===== src/rtl/dm_arbiter_if.sv =====
// Bundle of the two requester ports and the data-memory port around dm_arbiter.
// The arbiter takes the slave view; requesters and the memory sit on the master view.
interface dm_arbiter_if;
  logic        p0_req;
  logic        p0_we;
  logic [31:0] p0_addr;
  logic [31:0] p0_wdata;
  logic        p0_ack;
  logic        p0_err;
  logic [31:0] p0_rdata;

  logic        p1_req;
  logic        p1_we;
  logic [31:0] p1_addr;
  logic [31:0] p1_wdata;
  logic        p1_ack;
  logic        p1_err;
  logic [31:0] p1_rdata;

  logic [31:0] mem_addr;
  logic [31:0] mem_wdata;
  logic        mem_write;
  logic        mem_read;
  logic [31:0] mem_rdata;

  modport slave (
    input  p0_req, p0_we, p0_addr, p0_wdata,
    output p0_ack, p0_err, p0_rdata,
    input  p1_req, p1_we, p1_addr, p1_wdata,
    output p1_ack, p1_err, p1_rdata,
    output mem_addr, mem_wdata, mem_write, mem_read,
    input  mem_rdata
  );

  modport master (
    output p0_req, p0_we, p0_addr, p0_wdata,
    input  p0_ack, p0_err, p0_rdata,
    output p1_req, p1_we, p1_addr, p1_wdata,
    input  p1_ack, p1_err, p1_rdata,
    input  mem_addr, mem_wdata, mem_write, mem_read,
    output mem_rdata
  );
endinterface


===== src/rtl/dm_arbiter.sv =====
// Two-port round-robin arbiter/sequencer for the word-access data memory.
// Each transaction runs IDLE -> ACCESS (one memory cycle) -> RESP (one-cycle ack).
module dm_arbiter #(
  parameter int DEPTH = 128
) (
  input  logic        clk,
  input  logic        rst_n,
  dm_arbiter_if.slave bus
);

  localparam logic [31:0] LAST_ADDR = 32'(DEPTH - 4);

  typedef enum logic [1:0] {
    IDLE   = 2'd0,
    ACCESS = 2'd1,
    RESP   = 2'd2
  } state_t;

  state_t      r_state;
  logic        r_last;
  logic        r_gnt;
  logic        r_we;
  logic        r_err;
  logic [31:0] r_addr;
  logic [31:0] r_wdata;
  logic [31:0] r_rdata0;
  logic [31:0] r_rdata1;
  logic        r_ack0;
  logic        r_ack1;
  logic        r_err0;
  logic        r_err1;

  logic        w_any;
  logic        w_gnt;
  logic        w_we;
  logic [31:0] w_addr;
  logic [31:0] w_wdata;
  logic        w_range_err;
  logic        w_in_access;

  // On a tie the port that was not served last wins.
  assign w_any       = bus.p0_req | bus.p1_req;
  assign w_gnt       = (bus.p0_req & bus.p1_req) ? ~r_last : bus.p1_req;
  assign w_we        = w_gnt ? bus.p1_we    : bus.p0_we;
  assign w_addr      = w_gnt ? bus.p1_addr  : bus.p0_addr;
  assign w_wdata     = w_gnt ? bus.p1_wdata : bus.p0_wdata;
  assign w_range_err = (w_addr > LAST_ADDR);

  always_ff @(posedge clk or negedge rst_n) begin
    if (!rst_n) begin
      r_state  <= IDLE;
      r_last   <= 1'b1;
      r_gnt    <= 1'b0;
      r_we     <= 1'b0;
      r_err    <= 1'b0;
      r_addr   <= '0;
      r_wdata  <= '0;
      r_rdata0 <= '0;
      r_rdata1 <= '0;
      r_ack0   <= 1'b0;
      r_ack1   <= 1'b0;
      r_err0   <= 1'b0;
      r_err1   <= 1'b0;
    end else begin
      r_ack0 <= 1'b0;
      r_ack1 <= 1'b0;
      r_err0 <= 1'b0;
      r_err1 <= 1'b0;
      unique case (r_state)
        IDLE: begin
          if (w_any) begin
            r_gnt   <= w_gnt;
            r_we    <= w_we;
            r_addr  <= w_addr;
            r_wdata <= w_wdata;
            r_err   <= w_range_err;
            r_state <= ACCESS;
          end
        end
        ACCESS: begin
          // Ack/err are registered here so they are clean Moore outputs of RESP.
          if (r_gnt) begin
            r_ack1 <= 1'b1;
            r_err1 <= r_err;
            if (r_err)      r_rdata1 <= '0;
            else if (!r_we) r_rdata1 <= bus.mem_rdata;
          end else begin
            r_ack0 <= 1'b1;
            r_err0 <= r_err;
            if (r_err)      r_rdata0 <= '0;
            else if (!r_we) r_rdata0 <= bus.mem_rdata;
          end
          r_state <= RESP;
        end
        RESP: begin
          r_last  <= r_gnt;
          r_state <= IDLE;
        end
        default: r_state <= IDLE;
      endcase
    end
  end

  // Strobes decode straight from state so an async reset in ACCESS kills a write at once.
  assign w_in_access   = (r_state == ACCESS);
  assign bus.mem_write = w_in_access &  r_we & ~r_err;
  assign bus.mem_read  = w_in_access & ~r_we & ~r_err;
  assign bus.mem_addr  = r_addr;
  assign bus.mem_wdata = r_wdata;

  assign bus.p0_ack   = r_ack0;
  assign bus.p0_err   = r_err0;
  assign bus.p0_rdata = r_rdata0;
  assign bus.p1_ack   = r_ack1;
  assign bus.p1_err   = r_err1;
  assign bus.p1_rdata = r_rdata1;

endmodule


===== src/flat_wrapper.sv =====
// flat-port wrapper written by rule: the top's interface ports become plain ports
module dm_arbiter_flat 
#(
  parameter int DEPTH = 128
)
  (clk, rst_n, bus_p0_req, bus_p0_we, bus_p0_addr, bus_p0_wdata, bus_p0_ack, bus_p0_err, bus_p0_rdata, bus_p1_req, bus_p1_we, bus_p1_addr, bus_p1_wdata, bus_p1_ack, bus_p1_err, bus_p1_rdata, bus_mem_addr, bus_mem_wdata, bus_mem_write, bus_mem_read, bus_mem_rdata);
  dm_arbiter_if bus_i ();
  input  logic clk;
  input  logic rst_n;
  input wire logic [$bits(bus_i.p0_req)-1:0] bus_p0_req;
  input wire logic [$bits(bus_i.p0_we)-1:0] bus_p0_we;
  input wire logic [$bits(bus_i.p0_addr)-1:0] bus_p0_addr;
  input wire logic [$bits(bus_i.p0_wdata)-1:0] bus_p0_wdata;
  output wire logic [$bits(bus_i.p0_ack)-1:0] bus_p0_ack;
  output wire logic [$bits(bus_i.p0_err)-1:0] bus_p0_err;
  output wire logic [$bits(bus_i.p0_rdata)-1:0] bus_p0_rdata;
  input wire logic [$bits(bus_i.p1_req)-1:0] bus_p1_req;
  input wire logic [$bits(bus_i.p1_we)-1:0] bus_p1_we;
  input wire logic [$bits(bus_i.p1_addr)-1:0] bus_p1_addr;
  input wire logic [$bits(bus_i.p1_wdata)-1:0] bus_p1_wdata;
  output wire logic [$bits(bus_i.p1_ack)-1:0] bus_p1_ack;
  output wire logic [$bits(bus_i.p1_err)-1:0] bus_p1_err;
  output wire logic [$bits(bus_i.p1_rdata)-1:0] bus_p1_rdata;
  output wire logic [$bits(bus_i.mem_addr)-1:0] bus_mem_addr;
  output wire logic [$bits(bus_i.mem_wdata)-1:0] bus_mem_wdata;
  output wire logic [$bits(bus_i.mem_write)-1:0] bus_mem_write;
  output wire logic [$bits(bus_i.mem_read)-1:0] bus_mem_read;
  input wire logic [$bits(bus_i.mem_rdata)-1:0] bus_mem_rdata;
  assign bus_i.p0_req = bus_p0_req;
  assign bus_i.p0_we = bus_p0_we;
  assign bus_i.p0_addr = bus_p0_addr;
  assign bus_i.p0_wdata = bus_p0_wdata;
  assign bus_p0_ack = bus_i.p0_ack;
  assign bus_p0_err = bus_i.p0_err;
  assign bus_p0_rdata = bus_i.p0_rdata;
  assign bus_i.p1_req = bus_p1_req;
  assign bus_i.p1_we = bus_p1_we;
  assign bus_i.p1_addr = bus_p1_addr;
  assign bus_i.p1_wdata = bus_p1_wdata;
  assign bus_p1_ack = bus_i.p1_ack;
  assign bus_p1_err = bus_i.p1_err;
  assign bus_p1_rdata = bus_i.p1_rdata;
  assign bus_mem_addr = bus_i.mem_addr;
  assign bus_mem_wdata = bus_i.mem_wdata;
  assign bus_mem_write = bus_i.mem_write;
  assign bus_mem_read = bus_i.mem_read;
  assign bus_i.mem_rdata = bus_mem_rdata;
  dm_arbiter #(.DEPTH(DEPTH)) u_core (.clk(clk), .rst_n(rst_n), .bus(bus_i));
endmodule

===== config.mk =====
export PLATFORM = sky130hd
export DESIGN_NAME = dm_arbiter_flat
export DESIGN_NICKNAME = d
export VERILOG_FILES = /design/src/rtl/dm_arbiter_if.sv /design/src/rtl/dm_arbiter.sv /design/src/flat_wrapper.sv
export SDC_FILE = /design/constraint.sdc
export NUM_CORES = 1
export LEC_CHECK = 0
export ABC_CLOCK_PERIOD_IN_PS = 1900
export CAP_MARGIN = 30
export CORE_UTILIZATION = 40
export CTS_CLUSTER_DIAMETER = 80
export DETAILED_ROUTE_END_ITERATION = 12
export GPL_TIMING_DRIVEN = 0
export PLACE_DENSITY = 0.79
export SLEW_MARGIN = 10
export SYNTH_ARGS = -nofsm -noshare
export SYNTH_HDL_FRONTEND = slang
export SYNTH_SLANG_ARGS = --single-unit

===== constraint.sdc =====
create_clock -name clk -period 1.9 [get_ports clk]
set_clock_uncertainty 0.05 [all_clocks]
set_input_delay 0.285 -clock clk [delete_from_list [all_inputs] [get_ports clk]]
set_output_delay 0.285 -clock clk [all_outputs]
set_load 0.02 [all_outputs]

==> results of run 1 <==
-- power groups by stage --
stage | clock network [mW] | logic (mW) | registers (mW)
after global routing | 3.50 | 5.90 | 4.36
after global placement | 0 | 5.40 | 4.27
after CTS | 3.36 | 5.48 | 4.26
after detailed placement | 0 | 5.46 | 4.29
after floorplan | 0 | 1.80 | 5.18
final | 3.34 | 5.47 | 4.27
-- through the flow --
stage	hold slack (ns)	TNS, ns	setup WS (ns)
final	0.371	0	0.0152
after global routing	0.376	-0.0494	-0.0494
after CTS	0.361	0	0.0172
after detailed placement	0.285	-22.35	-0.364
after global placement	0.411	-717.33	-5.08
after floorplan	-0.0606	0	0.191
-- worst paths after layout --
check / start / endpoint
max in group asynchronous: rst_n / u_core.bus.mem_wdata[21]
min in group clk: bus_p1_wdata[27] / u_core.bus.mem_wdata[27]
max reg2reg: u_core.r_last / u_core.r_err
max: u_core.r_last / u_core.r_err
min reg2reg: u_core.bus.p0_rdata[12] / u_core.bus.p0_rdata[12]
min: rst_n / u_core.bus.p0_rdata[11]
-- critical path: cells and delay by family (launching register included) --
family          cells  cell delay (ns)
flops               1             0.56
simple gates        2             0.58
compound gates      3             0.58
-- sequential cells by signal, indices dropped and copies added (netlist names) --
register              cells
u_core.bus.p1_rdata      32
u_core.bus.p1_err         1
u_core.bus.p1_ack         1
u_core.bus.mem_addr      32
u_core.r_we               1
u_core.bus.p0_rdata      32
u_core.bus.p0_ack         1
u_core.r_state            2
u_core.bus.p0_err         1
u_core.r_err              1
u_core.r_gnt              1
u_core.r_last             1
u_core.bus.mem_wdata     32
-- final cells by class --
type,count,area (µm²)
multi-input combinational,465,2200
tap,180,225
fill,1142,4320
inverter,1,3.75
clock inverter,13,151
clock buffer,19,443
buffer,43,206
sequential,138,3460
antenna,1,2.50
timing repair buffer,302,3040
-- metal layers --
metal  up-vias  share of wire [%]  routed length (µm)  track usage, %
li1       2822                  -                   -               -
met1      2842                 36                7330            30.3
met2       294                 49                9850            45.5
met3        64                 11                2140            11.7
met4         0                4.6                 931            14.3
met5         -                  0                   0               0
-- cell families (layout without fill, tap and decap cells) --
group           count (synthesis)  in the layout  share of synthesized area (%)
compound gates                137            137                           13.5
buf+inv                        46            378                           3.37
flops                         138            138                           59.2
mux                             2              2                          0.386
simple gates                  326            326                           23.6
other cells                     0              1                              0
-- synth_stat cells --
library cell,n,area share (%)
nand2b_1,35,3.8
dfstp_2,1,0.45
buf_2,19,1.6
nor2_1,69,4.4
nor2b_1,1,0.11
clkbuf_1,25,1.6
nand2_1,199,13
inv_1,1,0.064
buf_1,1,0.064
a21boi_1,1,0.13
or4_1,2,0.26
o21ai_0,66,5.7
nor4_1,9,0.96
dfrtp_1,137,59
and2_1,2,0.21
and3_1,3,0.32
mux2_2,2,0.39
o21a_1,2,0.26
nand3b_1,1,0.13
nor4_2,1,0.21
o32a_1,1,0.17
o2111ai_1,1,0.15
a31oi_1,65,7.0
nand4_1,1,0.11
nor3_1,3,0.26
a41oi_1,1,0.15
-- repair_timing --
item / 4_1_cts / 5_1_grt
hold buffers: 1 / 0
pin swaps: 0 / 0
resized for setup: 12 / 31
hold endpoints to repair: 66 / 0
setup endpoints to repair: 64 / 120
buffers inserted: 0 / 1
==> summary.md, run 1 <==
| Metric | Value |
|---|---|
| Routed wire length | 20300 µm |
| Number of cell instances on the worst register-to-register path | 5 |
| Io pins | 300 |
| Std-Cell Core Area | 14000 µm² |
| Initial core utilization | 41.6% |
| Internal power | 8.24 mW |
| Via/cell ratio | 5.18 |
| Sequential area share after synthesis | 59.2% |
| Outcome | finished clean |
| Master cell of the clock root buffer | clkbuf_16 |
| Shortest clock period the worst path allows after layout | 1.88 ns |
| Setup Crit Path Kind | flip-flop to flip-flop |
| Worst Path Required | 2.15 ns |
| Power density of the placed cells | 1340 nW/µm² |
| Number of storage elements in the synthesis netlist | 138 |
| Relative slew slack | 56.7% |
| Share of the cycle needed by the critical path after routing | 99.2% |
| Port Buffer Count | 299 |
| Number of unique standard cell types used by synthesis | 26 |
| Post-Syn Area per Cell | 8.99 µm² |
| RSZ-0062 raised after global routing | yes |
| Clk Latency, worst-skew pair | 0.42 ns |
| Final-stage net count | 1134 |
| Leading cell type in the layout, fill and taps excluded | clkdlybuf4s50_1 |
| Height of the die | 123 µm |
| Fin. max-slew vios | 0 |
| Area delta synth->final | 66.6% |
| Combinational fraction of design power | 41.8% |
| Switching share of total power | 37.0% |
| Final-report hold violation count | 0 |
| Ys Warns | 0 |
| Final weighted congestion in routability-driven placement | 0.864 |
| Remaining global-route overflow | 0 |
| Clock power frac | 25.5% |
| Total die area | 15100 µm² |
| Leakage power summed over all cells | 4.06 nW |
| Clock-pin slew on the worst setup and hold paths | 0.06 ns |
| Critical path startpoint category | flip-flop |
| CP peak stage delay | 0.56 ns |
| Critical Path, Cell by Cell | a21boi_2, or4_4, nor4_2, a31oi_1, o32a_1 |
| Number of placement rows | 43 |
| Maximum number of pins on one net before global-route repair | 72 |
| Number of clock buffers inserted by TritonCTS | 17 |
| Initial DRC count | 295 |
| Reg2reg setup slack | 0.02 ns |
| Clock net sink count | 138 |
| Number of nets with antenna violations after routing | 0 |
| Global-route wire length before repair | 31100 µm |
| Overall global routing resource usage | 27.6% |
| Number of levels the H-tree was split into | 4 |
| Clock tree buffer depth | 2 |
| Reported net switching power | 4.84 mW |
| Count of TritonRoute iterations in the first routing pass | 7 |
| Share of power burned in registers | 32.6% |
| DRC errors left | 0 |
| Final setup violation count | 0 |
| Via total after detailed routing | 6022 |
| Data arrival, critical path | 2.13 ns |
| HP Class | input port to asynchronous set/reset pin |
| MaxCap Viol Count | 0 |
| Largest fanout on the critical path | 5 |
| Detailed-placement wirelength estimate | 15300 µm |
| Initial antenna violation count | 1 |
| Pwr Total | 13.1 mW |
| WL per Instance | 17.4 µm |
| Critical-path cell with the highest stage delay | dfstp_2 |
| Nets in the synthesized netlist | 815 |
| Cell area after layout | 9720 µm² |
| CP endpoint kind | flip-flop |
| Peak ir drop on the vdd network | 817 µV |
| Final non-filler cell total | 1162 |
| Slew @ Worst Pin | 0.649 ns |
| Maximum clock rate | 531 MHz |
| Number of placed cells counting well taps | 1129 |
| Die span in x | 123 µm |
| Final core utilization | 69.2% |
| Layout cell share with drive strength beyond 1 | 8.05% |
| Vias in the first global route | 6090 |
| CTS tree | done |
| Most frequent cells in the layout | clkdlybuf4s50_1, nand2_1, dfrtp_1, nor2_1, o21ai_0 |
| Placed Area | 9080 µm² |
| Synthesized instance count | 649 |
| Cell area after synthesis | 5840 µm² |
(Power assumes the default switching activity.)
==> run 2, diff against run 1 <==
- ABC_CLOCK_PERIOD_IN_PS: 1900 -> 1700
- CORE_UTILIZATION: 40 -> 36
- PLACE_DENSITY: 0.79 -> 0.75
- SLEW_MARGIN: 10 -> 20
- clock period: 1.9 -> 1.7 ns (I/O delays scaled with it)
==> summary.md, run 2 (synthesized netlist as in run 1, its figures left out) <==
| Metric | Value |
|---|---|
| Io pins | 300 |
| Final weighted congestion in routability-driven placement | 0.893 |
| Worst Path Required | 1.94 ns |
| Most frequent cells in the layout | nand2_1, clkdlybuf4s50_1, dfrtp_1, nor2_1 |
| Number of clock buffers inserted by TritonCTS | 17 |
| Port Buffer Count | 299 |
| Via/cell ratio | 4.93 |
| Remaining global-route overflow | 0 |
| Routed wire length | 20300 µm |
| Category of cells accounting for the largest share of critical-path delay | flip-flops |
| Outcome | complete, but fails checks |
| Reported net switching power | 5.47 mW |
| Share of the cycle needed by the critical path after routing | 109% |
| Die span in x | 129 µm |
| Worst Slack Setup Final | -0.150 ns |
| MaxCap Viol Count | 0 |
| Relative slew slack | 68.0% |
| Layout cell share with drive strength beyond 1 | 9.24% |
| Maximum clock rate | 541 MHz |
| Via total after detailed routing | 5931 |
| WL per Instance | 16.9 µm |
| Failing checks | setup timing |
| Final-report hold violation count | 0 |
| Data arrival, critical path | 2.09 ns |
| Clock net sink count | 138 |
| RR Startpoint | u_core.r_last |
| Buffers plus inverters on the worst setup path | 0 |
| CTS tree | done |
| Total met2 wirelength after detailed routing | 9870 µm |
| Initial DRC count | 273 |
| Slew @ Worst Pin | 0.480 ns |
| CP peak stage delay | 0.58 ns |
| Largest fanout on the critical path | 4 |
| Power density of the placed cells | 1440 nW/µm² |
| Initial antenna violation count | 1 |
| Number of cell instances on the worst register-to-register path | 5 |
| Overall global routing resource usage | 24.5% |
| Number of placement rows | 46 |
| Final core utilization | 62.7% |
| Clock-pin slew on the worst setup and hold paths | 0.06 ns |
| Height of the die | 129 µm |
| Detailed-placement wirelength estimate | 15300 µm |
| Capture point of the worst reg-to-reg path | u_core.r_err |
| Setup Crit Path Kind | flip-flop to flip-flop |
| Critical-path cell with the highest stage delay | dfstp_2 |
| Final setup violation count | 1 |
| Leakage power summed over all cells | 5.07 nW |
| Vias in the first global route | 5832 |
| HP Class | input port to asynchronous set/reset pin |
| Global-route wire length before repair | 30800 µm |
| Std-Cell Core Area | 15800 µm² |
| Critical Path, Cell by Cell | a21boi_4, or4_4, nor4_2, a31oi_1, o32a_1 |
| Clk Latency, worst-skew pair | 0.41 ns |
| Clock tree buffer depth | 2 |
| Met1 wire length | 7960 µm |
| Number of levels the H-tree was split into | 4 |
| Reg2reg setup slack | -0.15 ns |
| RSZ-0062 raised after global routing | yes |
| Leading cell type in the layout, fill and taps excluded | nand2_1 |
| Final-stage net count | 1138 |
| Count of filler cells inserted in the layout | 1390 |
| Area delta synth->final | 70.2% |
| Initial core utilization | 36.9% |
| Switching share of total power | 38.3% |
| DRC errors left | 0 |
| Total die area | 16700 µm² |
| Shortest clock period the worst path allows after layout | 1.85 ns |
| Pwr Total | 14.3 mW |
| Fin. max-slew vios | 0 |
| Maximum number of pins on one net before global-route repair | 85 |
| Peak ir drop on the vdd network | 1000 µV |
| Clock power frac | 26.1% |
| Critical path startpoint category | flip-flop |
| Count of TritonRoute iterations in the first routing pass | 5 |
| Highest routed metal layer | met4 |
| Share of power burned in registers | 33.2% |
| Master cell of the clock root buffer | clkbuf_16 |
| Internal power | 8.82 mW |
| Combinational fraction of design power | 40.7% |
| Number of nets with antenna violations after routing | 0 |
| Met3 wire length | 1950 µm |
| CP endpoint kind | flip-flop |
-- run 2: changes by cell type in the layout (fill, tap and decap cells not counted), moves of 4 or more --
cell and delta:
buf_2 -10, buf_4 +10, clkbuf_1 -4, clkbuf_4 +10, clkdlybuf4s50_1 -120, clkinv_2 -5, dlygate4sd2_1 +66, dlymetal6s2s_1 +54
-- run 2: power by group through the flow --
stage / combinational [mW] / clock [mW] / sequential, mW
floorplan: 2.02 / 0 / 5.79
global placement: 6.06 / 0 / 4.77
detailed placement: 6.12 / 0 / 4.79
CTS: 5.83 / 3.76 / 4.75
global route: 6.32 / 3.90 / 4.85
finish: 5.82 / 3.73 / 4.74
-- run 2: how the worst max path moves through the flow --
| stage | depth (start not counted) | to | startpoint |
|---|---|---|---|
| after floorplan | 5 | u_core.r_err | u_core.r_last |
| after global placement | 1 | u_core.bus.mem_wdata[0] | rst_n |
| after detailed placement | 6 | u_core.bus.mem_wdata[31] | bus_p1_req |
| after CTS | 5 | u_core.r_err | u_core.r_last |
| after global routing | 5 | u_core.r_err | u_core.r_last |
| final | 5 | u_core.r_err | u_core.r_last |
-- run 2: final cells by class --
cell class	instances	area (µm²)	share of cell area [%]
repair buffers	305	3110	31.3
flip-flops and latches	138	3460	34.8
multi-input cells	465	2220	22.4
well taps	216	270	2.72
inverters	1	3.75	0.0378
diodes	1	2.50	0.0252
clock buffers	20	457	4.60
plain buffers	44	269	2.71
clock inverters	12	140	1.41
-- run 2: worst register-to-register path: stages (launching register included) --
cell      delay [ns]
dfstp_2         0.58
a21boi_4        0.08
or4_4           0.42
nor4_2          0.14
a31oi_1         0.11
o32a_1          0.36
-- run 2: layer usage --
layer  global-route usage [%]  vias to the layer above
met4                     10.4                        0
met3                     8.67                       36
li1                         -                     2850
met1                     27.8                     2789
met5                        0                        -
met2                     41.7                      256
-- run 2: through the flow --
stage          setup WS (ns)  area (µm²)  instances  hold slack [ns]  TNS [ns]
3_3_place_gp           -5.27        9100       1164            0.410   -773.82
6_report              -0.150        9930       1202            0.306    -0.150
5_1_grt               -0.244        9930       1202            0.348    -0.244
2_1_floorplan       -0.00935        5840        649          -0.0906  -0.00935
3_5_place_dp          -0.602        9130       1165            0.155    -52.52
4_1_cts               -0.152        9720       1200            0.303    -0.212
-- run 2: timing repair --
action	CTS	global route
hold buffers	1	0
gates resized for setup	100	98
cloned	0	0
setup endpoints to repair	199	180
endpoints found under the hold margin	54	0
setup buffers	3	1
==> run 3, diff against run 2 <==
- SKIP_CTS_REPAIR_TIMING: default -> 1
- SLEW_MARGIN: 20 -> default
==> summary.md, run 3 (synthesized netlist as in run 1, its figures left out) <==
| Metric | Value |
|---|---|
| Origin of the worst setup path | u_core.r_last |
| DRC errors left | 0 |
| MaxCap Viol Count | 0 |
| Number of placement rows | 46 |
| Pwr Total | 14.7 mW |
| Share of the cycle needed by the critical path after routing | 110% |
| Maximum number of pins on one net before global-route repair | 85 |
| Setup TNS | -0.169 ns |
| Port Buffer Count | 299 |
| Total area of sequential cells | 3460 µm² |
| Worst Path Required | 1.94 ns |
| Power density of the placed cells | 1440 nW/µm² |
| Initial antenna violation count | 0 |
| Count of TritonRoute iterations in the first routing pass | 4 |
| Peak ir drop on the vdd network | 890 µV |
| Clock-pin slew on the worst setup and hold paths | 0.06 ns |
| Std-Cell Core Area | 15800 µm² |
| Setup Crit Path Kind | flip-flop to flip-flop |
| Layout cell share with drive strength beyond 1 | 9.45% |
| Number of clock buffers inserted by TritonCTS | 17 |
| HP Class | input port to asynchronous set/reset pin |
| Via total after detailed routing | 5943 |
| Height of the die | 129 µm |
| CP peak stage delay | 0.58 ns |
| Via/cell ratio | 4.95 |
| Number of levels the H-tree was split into | 4 |
| Reg2reg setup slack | -0.17 ns |
| Placed Area | 9130 µm² |
| Maximum clock rate | 535 MHz |
| Overall global routing resource usage | 24.6% |
| Leakage power summed over all cells | 5.75 nW |
| Fin. max-slew vios | 0 |
| Clock net sink count | 138 |
| Clk Latency, worst-skew pair | 0.41 ns |
| Relative slew slack | 63.9% |
| Shortest clock period the worst path allows after layout | 1.87 ns |
| CP endpoint kind | flip-flop |
| Final weighted congestion in routability-driven placement | 0.893 |
| Cell area after layout | 10200 µm² |
| Vias in the first global route | 5887 |
| Remaining global-route overflow | 0 |
| Most frequent cells in the layout | nand2_1, clkdlybuf4s50_1, dfrtp_1, dlymetal6s2s_1, nor2_1 |
| Detailed-placement wirelength estimate | 15300 µm |
| Antenna Diode Count | 0 |
| Final-report hold violation count | 0 |
| Largest fanout on the critical path | 4 |
| Capture point of the worst reg-to-reg path | u_core.r_err |
| Slew @ Worst Pin | 0.541 ns |
| RSZ-0062 raised after global routing | yes |
| Global-route wire length before repair | 31000 µm |
| Critical Path, Cell by Cell | a21boi_4, or4_4, nor4_4, a31oi_2, o32a_1 |
| RR Startpoint | u_core.r_last |
| Worst Slack Setup Final | -0.169 ns |
| Leading cell type in the layout, fill and taps excluded | nand2_1 |
| Critical-path cell with the highest stage delay | dfstp_2 |
| Io pins | 300 |
| Routed wire length | 20700 µm |
| Data arrival, critical path | 2.11 ns |
| WL per Instance | 17.2 µm |
| Count of filler cells inserted in the layout | 1300 |
| Initial core utilization | 36.9% |
| Final-stage net count | 1137 |
| Failing checks | setup timing |
| Clock tree buffer depth | 2 |
| Final setup violation count | 1 |
| Multi-input gate area in the final layout | 2240 µm² |
| Number of cell instances on the worst register-to-register path | 5 |
| Category of cells accounting for the largest share of critical-path delay | simple AND/OR/NAND/NOR gates |
| Initial DRC count | 352 |
| Total die area | 16700 µm² |
| Area delta synth->final | 75.1% |
| Critical path startpoint category | flip-flop |
| Outcome | complete, but fails checks |
| Master cell of the clock root buffer | clkbuf_16 |
| Buffers plus inverters on the worst setup path | 0 |
| CTS tree | done |
| Number of nets with antenna violations after routing | 0 |
| Die span in x | 129 µm |
run 3: final cells by class:
cell class              count  area share [%]
multi-input cells         465            22.0
repair buffers            304            32.9
clock buffers              19            4.33
plain buffers              44            2.68
well taps                 216            2.64
flip-flops and latches    138            33.8
inverters                   1          0.0367
clock inverters            13            1.64
run 3: metrics by stage:
step           utilization [%]  worst slack [ns]  hold WS, ns  instances
3_5_place_dp              57.7            -0.590        0.201       1165
2_1_floorplan                -          -0.00935      -0.0906        649
3_3_place_gp              57.5             -5.27        0.410       1164
4_1_cts                   61.5             -1.03       -0.252       1197
5_1_grt                   64.6            -0.235        0.339       1200
6_report                  64.6            -0.169        0.319       1200
run 3: worst max-delay path by stage:
stage / end / cells after the start
2_1_floorplan: u_core.r_err / 5
3_3_place_gp: u_core.bus.mem_wdata[0] / 1
3_5_place_dp: u_core.bus.mem_wdata[31] / 6
4_1_cts: bus_mem_read / 4
5_1_grt: u_core.r_err / 5
6_report: u_core.r_err / 5
run 3: worst reg2reg max path: stages (launching register included):
cell and delay, ns:
dfstp_2 0.58, a21boi_4 0.09, or4_4 0.44, nor4_4 0.16, a31oi_2 0.09, o32a_1 0.35
run 3: routing by layer:
metal	vias up	share of wire (%)	track usage, %
met5	-	0	0
met2	263	49	42.1
li1	2845	-	-
met3	37	9.2	8.67
met4	0	2.9	10.0
met1	2798	39	28.0
run 3: report_power, final:
group / internal [mW] / switching [mW]
logic: 2.64 / 3.50
clock network: 2.36 / 1.45
registers: 4.23 / 0.530
total: 9.23 / 5.48
